<file path="src/rtl/sound_ctrl_pkg.sv">
// rtl/sound_ctrl_pkg.sv - shared types and helpers for the clap command sequencer
//
// Purpose: FSM state encoding, command width and the count-to-LED thermometer
//          helper used by clap_command_sequencer.
// Ports:   none (package)
package sound_ctrl_pkg;

  typedef enum logic [1:0] {
    IDLE    = 2'd0,
    COUNT   = 2'd1,
    EMIT    = 2'd2,
    LOCKOUT = 2'd3
  } clap_state_t;

  localparam int CMD_W = 2;

  function automatic logic [2:0] count_thermometer(input logic [CMD_W-1:0] count);
    logic [2:0] therm;
    case (count)
      2'd1:    therm = 3'b001;
      2'd2:    therm = 3'b011;
      2'd3:    therm = 3'b111;
      default: therm = 3'b000;
    endcase
    return therm;
  endfunction

endpackage

</file>
<file path="src/rtl/sound_debouncer.sv">
// rtl/sound_debouncer.sv - synchroniser, debouncer and rising-edge strobe for the mic input
//
// Purpose: brings the asynchronous mic output into the clk domain, only lets a
//          level change through after DEBOUNCE_CYCLES+1 consecutive cycles of
//          disagreement, and pulses rise_strobe for one cycle on each clean 0->1.
// Ports:
//   clk           in   system clock
//   reset_n       in   synchronous, active-low reset
//   sound_signal  in   asynchronous mic output, high = sound
//   clean_level   out  debounced level (registered)
//   rise_strobe   out  one-cycle pulse on clean_level 0->1 (from registers only)
module sound_debouncer #(
  parameter int SYNC_STAGES     = 2,
  parameter int DEBOUNCE_CYCLES = 250_000
) (
  input  logic clk,
  input  logic reset_n,
  input  logic sound_signal,
  output logic clean_level,
  output logic rise_strobe
);

  localparam int CNT_W = $clog2(DEBOUNCE_CYCLES + 1);

  logic [SYNC_STAGES-1:0] sync_q, sync_d;
  logic [CNT_W-1:0]       cnt_q, cnt_d;
  logic                   clean_q, clean_d;
  logic                   clean_prev_q;
  logic                   sync_level;

  assign sync_level = sync_q[SYNC_STAGES-1];

  always_comb begin
    sync_d  = {sync_q[SYNC_STAGES-2:0], sound_signal};
    cnt_d   = '0;
    clean_d = clean_q;
    // Counter only runs while the synchronised level disagrees; a single
    // agreeing cycle restarts the wait. On reaching the limit the level is
    // accepted and the counter drops back to 0 instead of wrapping.
    if (sync_level != clean_q) begin
      if (cnt_q == CNT_W'(DEBOUNCE_CYCLES)) begin
        clean_d = sync_level;
      end else begin
        cnt_d = cnt_q + 1'b1;
      end
    end
  end

  always_ff @(posedge clk) begin
    if (!reset_n) begin
      sync_q       <= '0;
      cnt_q        <= '0;
      clean_q      <= 1'b0;
      clean_prev_q <= 1'b0;
    end else begin
      sync_q       <= sync_d;
      cnt_q        <= cnt_d;
      clean_q      <= clean_d;
      clean_prev_q <= clean_q;
    end
  end

  assign clean_level = clean_q;
  assign rise_strobe = clean_q & ~clean_prev_q;

endmodule

</file>
<file path="src/rtl/clap_command_sequencer.sv">
// rtl/clap_command_sequencer.sv - turns mic claps into 1..MAX_CLAPS game commands
//
// Purpose: counts debounced claps into a burst closed by a gap timeout or by
//          reaching MAX_CLAPS, offers the count on a valid/ready handshake,
//          then ignores the mic for LOCKOUT_CYCLES.
// Ports:
//   clk, reset_n  in   system clock, synchronous active-low reset
//   enable        in   1 = listen for claps, 0 = abort/idle (ignored in EMIT)
//   sound_signal  in   asynchronous mic output
//   cmd_valid     out  command offered
//   cmd_ready     in   consumer accepts on cmd_valid & cmd_ready
//   cmd_count     out  clap count, zero when cmd_valid is low
//   busy          out  state != IDLE
//   drop_count    out  claps seen in EMIT/LOCKOUT, saturating at 255
//   LEDR          out  [9] clean level, [8] cmd_valid, [7] lockout, [2:0] count thermometer
// GAP_CYCLES must be >= 2.
module clap_command_sequencer
  import sound_ctrl_pkg::*;
#(
  parameter int SYNC_STAGES     = 2,
  parameter int DEBOUNCE_CYCLES = 250_000,
  parameter int GAP_CYCLES      = 25_000_000,
  parameter int LOCKOUT_CYCLES  = 50_000_000,
  parameter int MAX_CLAPS       = 3
) (
  input  logic             clk,
  input  logic             reset_n,
  input  logic             enable,
  input  logic             sound_signal,
  output logic             cmd_valid,
  input  logic             cmd_ready,
  output logic [CMD_W-1:0] cmd_count,
  output logic             busy,
  output logic [7:0]       drop_count,
  output logic [9:0]       LEDR
);

  localparam int GAP_W  = $clog2(GAP_CYCLES + 1);
  localparam int LOCK_W = $clog2(LOCKOUT_CYCLES + 1);

  logic clean_level, clap;

  sound_debouncer #(
    .SYNC_STAGES    (SYNC_STAGES),
    .DEBOUNCE_CYCLES(DEBOUNCE_CYCLES)
  ) u_debouncer (
    .clk         (clk),
    .reset_n     (reset_n),
    .sound_signal(sound_signal),
    .clean_level (clean_level),
    .rise_strobe (clap)
  );

  clap_state_t       state_q, state_d;
  logic [CMD_W-1:0]  count_q, count_d;
  logic [GAP_W-1:0]  gap_q, gap_d;
  logic [LOCK_W-1:0] lock_q, lock_d;
  logic [7:0]        drop_q, drop_d;

  always_comb begin
    state_d = state_q;
    count_d = count_q;
    gap_d   = gap_q;
    lock_d  = lock_q;
    drop_d  = drop_q;

    if ((state_q == EMIT || state_q == LOCKOUT) && clap && drop_q != 8'hFF) begin
      drop_d = drop_q + 8'd1;
    end

    // The clap cycle itself is gap cycle 0, so the register is loaded with 1
    // for the following cycle; the timeout then lands GAP_CYCLES after the clap.
    case (state_q)
      IDLE: begin
        if (clap && enable) begin
          count_d = CMD_W'(1);
          gap_d   = GAP_W'(1);
          state_d = (MAX_CLAPS == 1) ? EMIT : COUNT;
        end
      end
      COUNT: begin
        if (!enable) begin
          state_d = IDLE;
          count_d = '0;
          gap_d   = '0;
        end else if (clap) begin
          count_d = count_q + CMD_W'(1);
          gap_d   = GAP_W'(1);
          if (count_q + CMD_W'(1) == CMD_W'(MAX_CLAPS)) state_d = EMIT;
        end else if (gap_q == GAP_W'(GAP_CYCLES - 1)) begin
          state_d = EMIT;
        end else begin
          gap_d = gap_q + 1'b1;
        end
      end
      EMIT: begin
        if (cmd_ready) begin
          state_d = LOCKOUT;
          lock_d  = '0;
        end
      end
      LOCKOUT: begin
        if (lock_q == LOCK_W'(LOCKOUT_CYCLES - 1)) begin
          state_d = IDLE;
          count_d = '0;
        end else begin
          lock_d = lock_q + 1'b1;
        end
      end
      default: state_d = IDLE;
    endcase
  end

  always_ff @(posedge clk) begin
    if (!reset_n) begin
      state_q <= IDLE;
      count_q <= '0;
      gap_q   <= '0;
      lock_q  <= '0;
      drop_q  <= '0;
    end else begin
      state_q <= state_d;
      count_q <= count_d;
      gap_q   <= gap_d;
      lock_q  <= lock_d;
      drop_q  <= drop_d;
    end
  end

  assign cmd_valid  = (state_q == EMIT);
  assign cmd_count  = cmd_valid ? count_q : '0;
  assign busy       = (state_q != IDLE);
  assign drop_count = drop_q;
  assign LEDR       = {clean_level, cmd_valid, state_q == LOCKOUT, 4'b0000,
                       count_thermometer(count_q)};

endmodule

</file>
<file path="config.mk">
export PLATFORM = sky130hd
export DESIGN_NAME = clap_command_sequencer
export DESIGN_NICKNAME = d
export VERILOG_FILES = /design/src/rtl/sound_ctrl_pkg.sv /design/src/rtl/sound_debouncer.sv /design/src/rtl/clap_command_sequencer.sv
export SDC_FILE = /design/constraint.sdc
export NUM_CORES = 1
export LEC_CHECK = 0
export CAP_MARGIN = 10
export CORE_ASPECT_RATIO = 1.25
export CORE_MARGIN = 1.5
export CORE_UTILIZATION = 54
export DETAILED_ROUTE_END_ITERATION = 16
export HOLD_SLACK_MARGIN = 0.1
export PLACE_DENSITY = 0.84
export SYNTH_ARGS = -nofsm -noshare
export SYNTH_HDL_FRONTEND = slang
export SYNTH_SLANG_ARGS = --single-unit
</file>
<file path="constraint.sdc">
create_clock -name clk -period 2 [get_ports clk]
set_clock_uncertainty 0.05 [all_clocks]
set_input_delay 0.4 -clock clk [delete_from_list [all_inputs] [get_ports clk]]
set_output_delay 0.4 -clock clk [all_outputs]
set_load 0.05 [all_outputs]
</file>
Word-level counts from Yosys, hierarchy flattened
Cells that the tools add are included.

$add $sub $neg: 5. Eq/ne operators: 20. Mux-type cells: 21. Bitwise gates (word level): 4. Reduce and logical (&&, ||, !) cells: 15.

Operator list (number): $mux W25 (4); $mux W26 (2); $pmux W26 S2 (1); $pmux W25 S2 (1); $add A26 B1 Y26 const B (1); $eq A26 B26 Y1 const B (1); $add A25 B1 Y25 const B (1); $eq A25 B25 Y1 const B (1); $mux W2 (10); $add A18 B1 Y18 const B (1); $eq A18 B18 Y1 const B (1); $ne A4 B4 Y1 const B (3); $eq A2 B2 Y1 const B (5); $pmux W3 S3 (1); $add A8 B1 Y8 const B (1); $ne A8 B8 Y1 const B (1); $pmux W2 S4 (1); $pmux W2 S3 (1); $reduce_and A3 Y1 (2); $reduce_bool A2 Y1 (3); $reduce_and A5 Y1 (1); $eq A2 B1 Y1 const B (2); $ne A2 B1 Y1 const B (2); $ne A2 B2 Y1 const B (2); other kinds (12) (16).

Register bits: 85. Input bits: 5. Output and inout port bits: 22. Word-level logic and storage cells: 74.

Depth between registers and ports, before layout
Word-level depth: 6. Depth in mapped cells: 9. Mapped depth without buffers: 8.

Cells and area by module
A second synthesis with hierarchy kept.

Cells, all modules: 581. Area total of the unflattened synthesis: 4788.3 µm².

By module, submodules not included: clap_command_sequencer (instances 1, cells an instance 471, area each 3793.6 µm², sequential area each 1261.2 µm²); sound_debouncer (instances 1, cells an instance 110, area each 994.7 µm², sequential area each 440.4 µm²).

Least setup slack after synthesis
Ideal clock, no wire load.

Path kind: register to register. From: register state_q[0]. To: register lock_q[23]. Library setup time: 128 ps. Arrival time: 2300 ps. Slack: -478 ps. Cell stages (with the launch flop): 9. Buffers on the path: 0. Clock period less this slack: 2478 ps. Path through: dfxtp_1 -> inv_1 -> ha_1 -> mux2_2 -> nand4_1 -> nor4_2 -> nand4_1 -> xor2_1 -> nor2_1.

Cells in the longest elaborated chain, start to end: 3.

RTL lines: start, declared (line clap_command_sequencer.sv:54) `clap_state_t state_q, state_d;`; start signal, assigned (line clap_command_sequencer.sv:122) `state_q <= state_d;`; $eq A2 B2 Y1 *; via cmd_valid (line clap_command_sequencer.sv:30) `output logic cmd_valid,`; $ne A2 B1 Y1 (no source line) or $reduce_bool A2 Y1 (tied branches); $reduce_and A3 Y1 (no source line); end signal, assigned (line clap_command_sequencer.sv:125) `lock_q <= lock_d;`; end, declared (line clap_command_sequencer.sv:57) `logic [LOCK_W-1:0] lock_q, lock_d;`.

The timed path passes the listed nets; every way through them passes the cells marked *. A chain may end at the register's enable or synchronous reset.

Worst setup path after layout
From: register lock_q[11]. To: register state_q[0].

Cells in the longest elaborated chain, start to end: 3.

RTL lines: $eq A26 B26 Y1 (line clap_command_sequencer.sv:103) `if (lock_q == LOCK_W'(LOCKOUT_CYCLES - 1)) begin`; $ne A2 B1 Y1 (no source line); $reduce_and A5 Y1 (no source line).

No other way between the ends.

==> results.txt <==
Outcome = complete, but fails checks
Failing checks = setup timing
GP Congestion = 0.902
CTS Root Cell = clkbuf_8
Hold_sp = u_debouncer.sync_q[0]$_SDFF_PN0_
Crit path max-delay family = simple AND/OR/NAND/NOR gates
Hpwl dp = 7.82 mm
Fill cells = 541
Unique cell type count in the Yosys netlist = 56
Detailed router's first-iteration violation count = 251
Required time worst endpoint = 2.22 ns
Die area = 8580 µm²
Post-cts hold buffer count = 0
Setup Viol. Count Final = 3
H-Tree Depth = 3
Vias per inst = 5.80
Post-route clock period utilization = 1.03
Cell area power density = 584 nW/µm²
Syn Inst Count = 516
Clock Sinks = 85
Worst R2R Setup Slack = -0.06 ns
Slowest-stage cell, CP = or4_4
Maximum fanout along the worst path = 2
Post-DR wirelength/cell = 16.2 µm
Port Buffers = 22
Largest net degree at the start of global routing = 25
Placed cell area = 5260 µm²
RSZ-0062 raised after global routing = true
Crit-path cells = nand4b_1 > nor4_4 > a21bo_2 > nand2_2 > or4_4 > a221oi_2
Worst ir drop on vdd = 0.722 mV
Layout cell share with drive strength beyond 1 = 0.271
Drt pass-1 iters = 5
Remaining DRCs = 0
Worst hold stages = 1
Total Power = 3.28 mW
Reg-to-reg startpoint = lock_q[11]$_SDFFE_PN0P_
Via count = 4106
Main area contributors after synthesis = dfxtp_1 (39%), nor2_1 (6.3%), xor2_1 (6.3%), nand3_1 (4.4%), xnor2_1 (3.8%)
DIE HEIGHT = 103 µm
Post-synthesis sequential area ratio = 0.392
Core area = 7790 µm²
Tmin final = 2.06 ns
Worst r2r path cells = 6
Critical path type = reg -> reg
Top-area cell type share of the netlist area = 0.392
Vias in the first global route = 4207
CP Launch Type = flip-flop
GR Util All Layers = 0.267
YS warnings = 0
Design area = 5620 µm²
#FFs+latches synth = 85
EDFF count, synth = 0
CP arrival = 2.28 ns
Worst min-delay path class = reg -> reg
Hold path endpoint = u_debouncer.sync_q[1]$_SDFF_PN0_
FFs w/ async S/R, synth = 0
Layout net count = 626
Crit path capture type = flip-flop
Pins over their slew limit = 0
PnR worst setup slack = -0.0622 ns
# rows = 36
# Max-Cap Violations = 0
Syn Std Cell Area = 4340 µm²
CTS tree = done
Initial Util = 0.557
Hold Vio Cnt, Final = 0
Clock buffer depth = 2
Clock Latency Late Sink = 0.37 ns
Max Clock Freq = 485 MHz
Cell depth of the worst setup path = 6
Post-route ant nets = 0
Chip width = 83.2 µm
Worst path max stage delay = 0.51 ns
FF-to-FF End = state_q[0]$_SDFFE_PN0P_
Diodes inserted = 0
Leak = 2.18 nW
First-pass GRT wire length = 18.6 mm
Num CTS Buffers = 9
Total Wirelength = 11.5 mm
CTS clk-pin slew, worst paths = 0.10 ns
Synthesized area per cell = 8.40 µm²
Antenna violations before repair = 0
Ports = 27
Synthesis-to-finish area growth = 29.7%
GRT overflow = 0
Synth area leader = dfxtp_1
Most frequently used flop master after synthesis = dfxtp_1
Worst path bufs/invs = 0
==> final cells by class <==
class,count,area [µm²],share of cell area
well taps,95,119,0.0211
clock inverters,7,81.3,0.0145
inverters,13,52.6,0.00934
flip-flops and latches,85,1710,0.305
repair buffers,101,866,0.154
multi-input cells,398,2670,0.474
clock buffers,9,124,0.0220
==> layer usage <==
layer,global-route usage,up-vias,wire [µm]
met5,0,-,0
met4,0.132,0,433
met3,0.0571,39,503
met2,0.508,114,6050
met1,0.282,1966,4500
li1,-,1987,-
==> metrics by stage <==
stage	hold slack, ns	std cells	setup TNS [ns]	worst slack, ns	utilization
3_5_place_dp	0.381	684	-4.13	-0.216	0.675
3_3_place_gp	0.369	684	-2.26	-0.151	0.675
2_1_floorplan	0.362	519	-0.0323	-0.0290	-
4_1_cts	0.393	704	-0.00214	-0.00214	0.710
6_report	0.389	708	-0.0788	-0.0622	0.722
5_1_grt	0.397	708	-0.684	-0.122	0.722
==> sequential cells by signal (all words and copies together), names as in the netlist, named ones only <==
| signal | flops |
|---|---|
| u_debouncer.clean_prev_q | 1 |
| u_debouncer.clean_level | 1 |
| u_debouncer.cnt_q | 18 |
| state_q | 1 |
| drop_count | 8 |
| u_debouncer.sync_q | 2 |
| gap_q | 25 |
| count_q | 2 |
| lock_q | 26 |
==> cells in the final DEF (no fill, tap or decap), types with 10 or more instances in the layout <==
| cell type | synthesis | routed |
|---|---|---|
| nor3_1 | 17 | 16 |
| and3_1 | 15 | 14 |
| o21ai_0 | 20 | 20 |
| nor2_1 | 73 | 71 |
| nand4_1 | 19 | 19 |
| dfxtp_1 | 85 | 75 |
| a21oi_1 | 18 | 18 |
| nand2_1 | 36 | 33 |
| xnor2_1 | 19 | 19 |
| xor2_1 | 31 | 31 |
| nand3_1 | 38 | 36 |
| dfxtp_2 | 0 | 10 |
| and2_1 | 11 | 10 |
| buf_4 | 6 | 84 |
==> power breakdown <==
group / switching (mW) / total [mW] / internal (mW)
combinational: 0.172 / 0.292 / 0.120
clock: 0.684 / 1.28 / 0.597
sequential: 0.00914 / 1.71 / 1.70
==> cells by family after synthesis <==
group                    share of synthesized area
adder cells (fa/ha/maj)                     0.0375
XOR/XNOR                                     0.101
other                                     0.000865
AND/OR/NAND/NOR                              0.321
flip-flops                                   0.392
buffers and inverters                       0.0387
multiplexers                                0.0147
AO/OA/AOI/OAI                               0.0938
==> cell usage after synthesis (4+ instances only) <==
| master | instances |
|---|---|
| a21oi_1 | 18 |
| a31oi_1 | 5 |
| and2_1 | 11 |
| and3_1 | 15 |
| and4_1 | 8 |
| buf_4 | 6 |
| clkbuf_1 | 14 |
| dfxtp_1 | 85 |
| ha_1 | 13 |
| inv_1 | 13 |
| nand2_1 | 36 |
| nand3_1 | 38 |
| nand4_1 | 19 |
| nor2_1 | 73 |
| nor2b_1 | 5 |
| nor3_1 | 17 |
| nor4_2 | 4 |
| o21ai_0 | 20 |
| or3_1 | 5 |
| or4_1 | 4 |
| xnor2_1 | 19 |
| xor2_1 | 31 |
==> worst max-delay path by stage <==
| stage | slack, ns | from | end |
|---|---|---|---|
| detailed placement | -0.22 | enable | gap_q[20]$_SDFFE_PN0P_ |
| global placement | -0.15 | enable | state_q[0]$_SDFFE_PN0P_ |
| floorplan | -0.03 | state_q[0]$_SDFFE_PN0P_ | gap_q[5]$_SDFFE_PN0P_ |
| finish | -0.06 | lock_q[11]$_SDFFE_PN0P_ | state_q[0]$_SDFFE_PN0P_ |
| global route | -0.12 | gap_q[19]$_SDFFE_PN0P_ | state_q[0]$_SDFFE_PN0P_ |
| CTS | -0.002 | lock_q[11]$_SDFFE_PN0P_ | state_q[0]$_SDFFE_PN0P_ |
==> repair_timing <==
item	4_1_cts	5_1_grt
pin swaps	7	6
endpoints found under the setup margin	9	29
resized for setup	20	17
setup buffers	4	4
(Power assumes the default switching activity.)
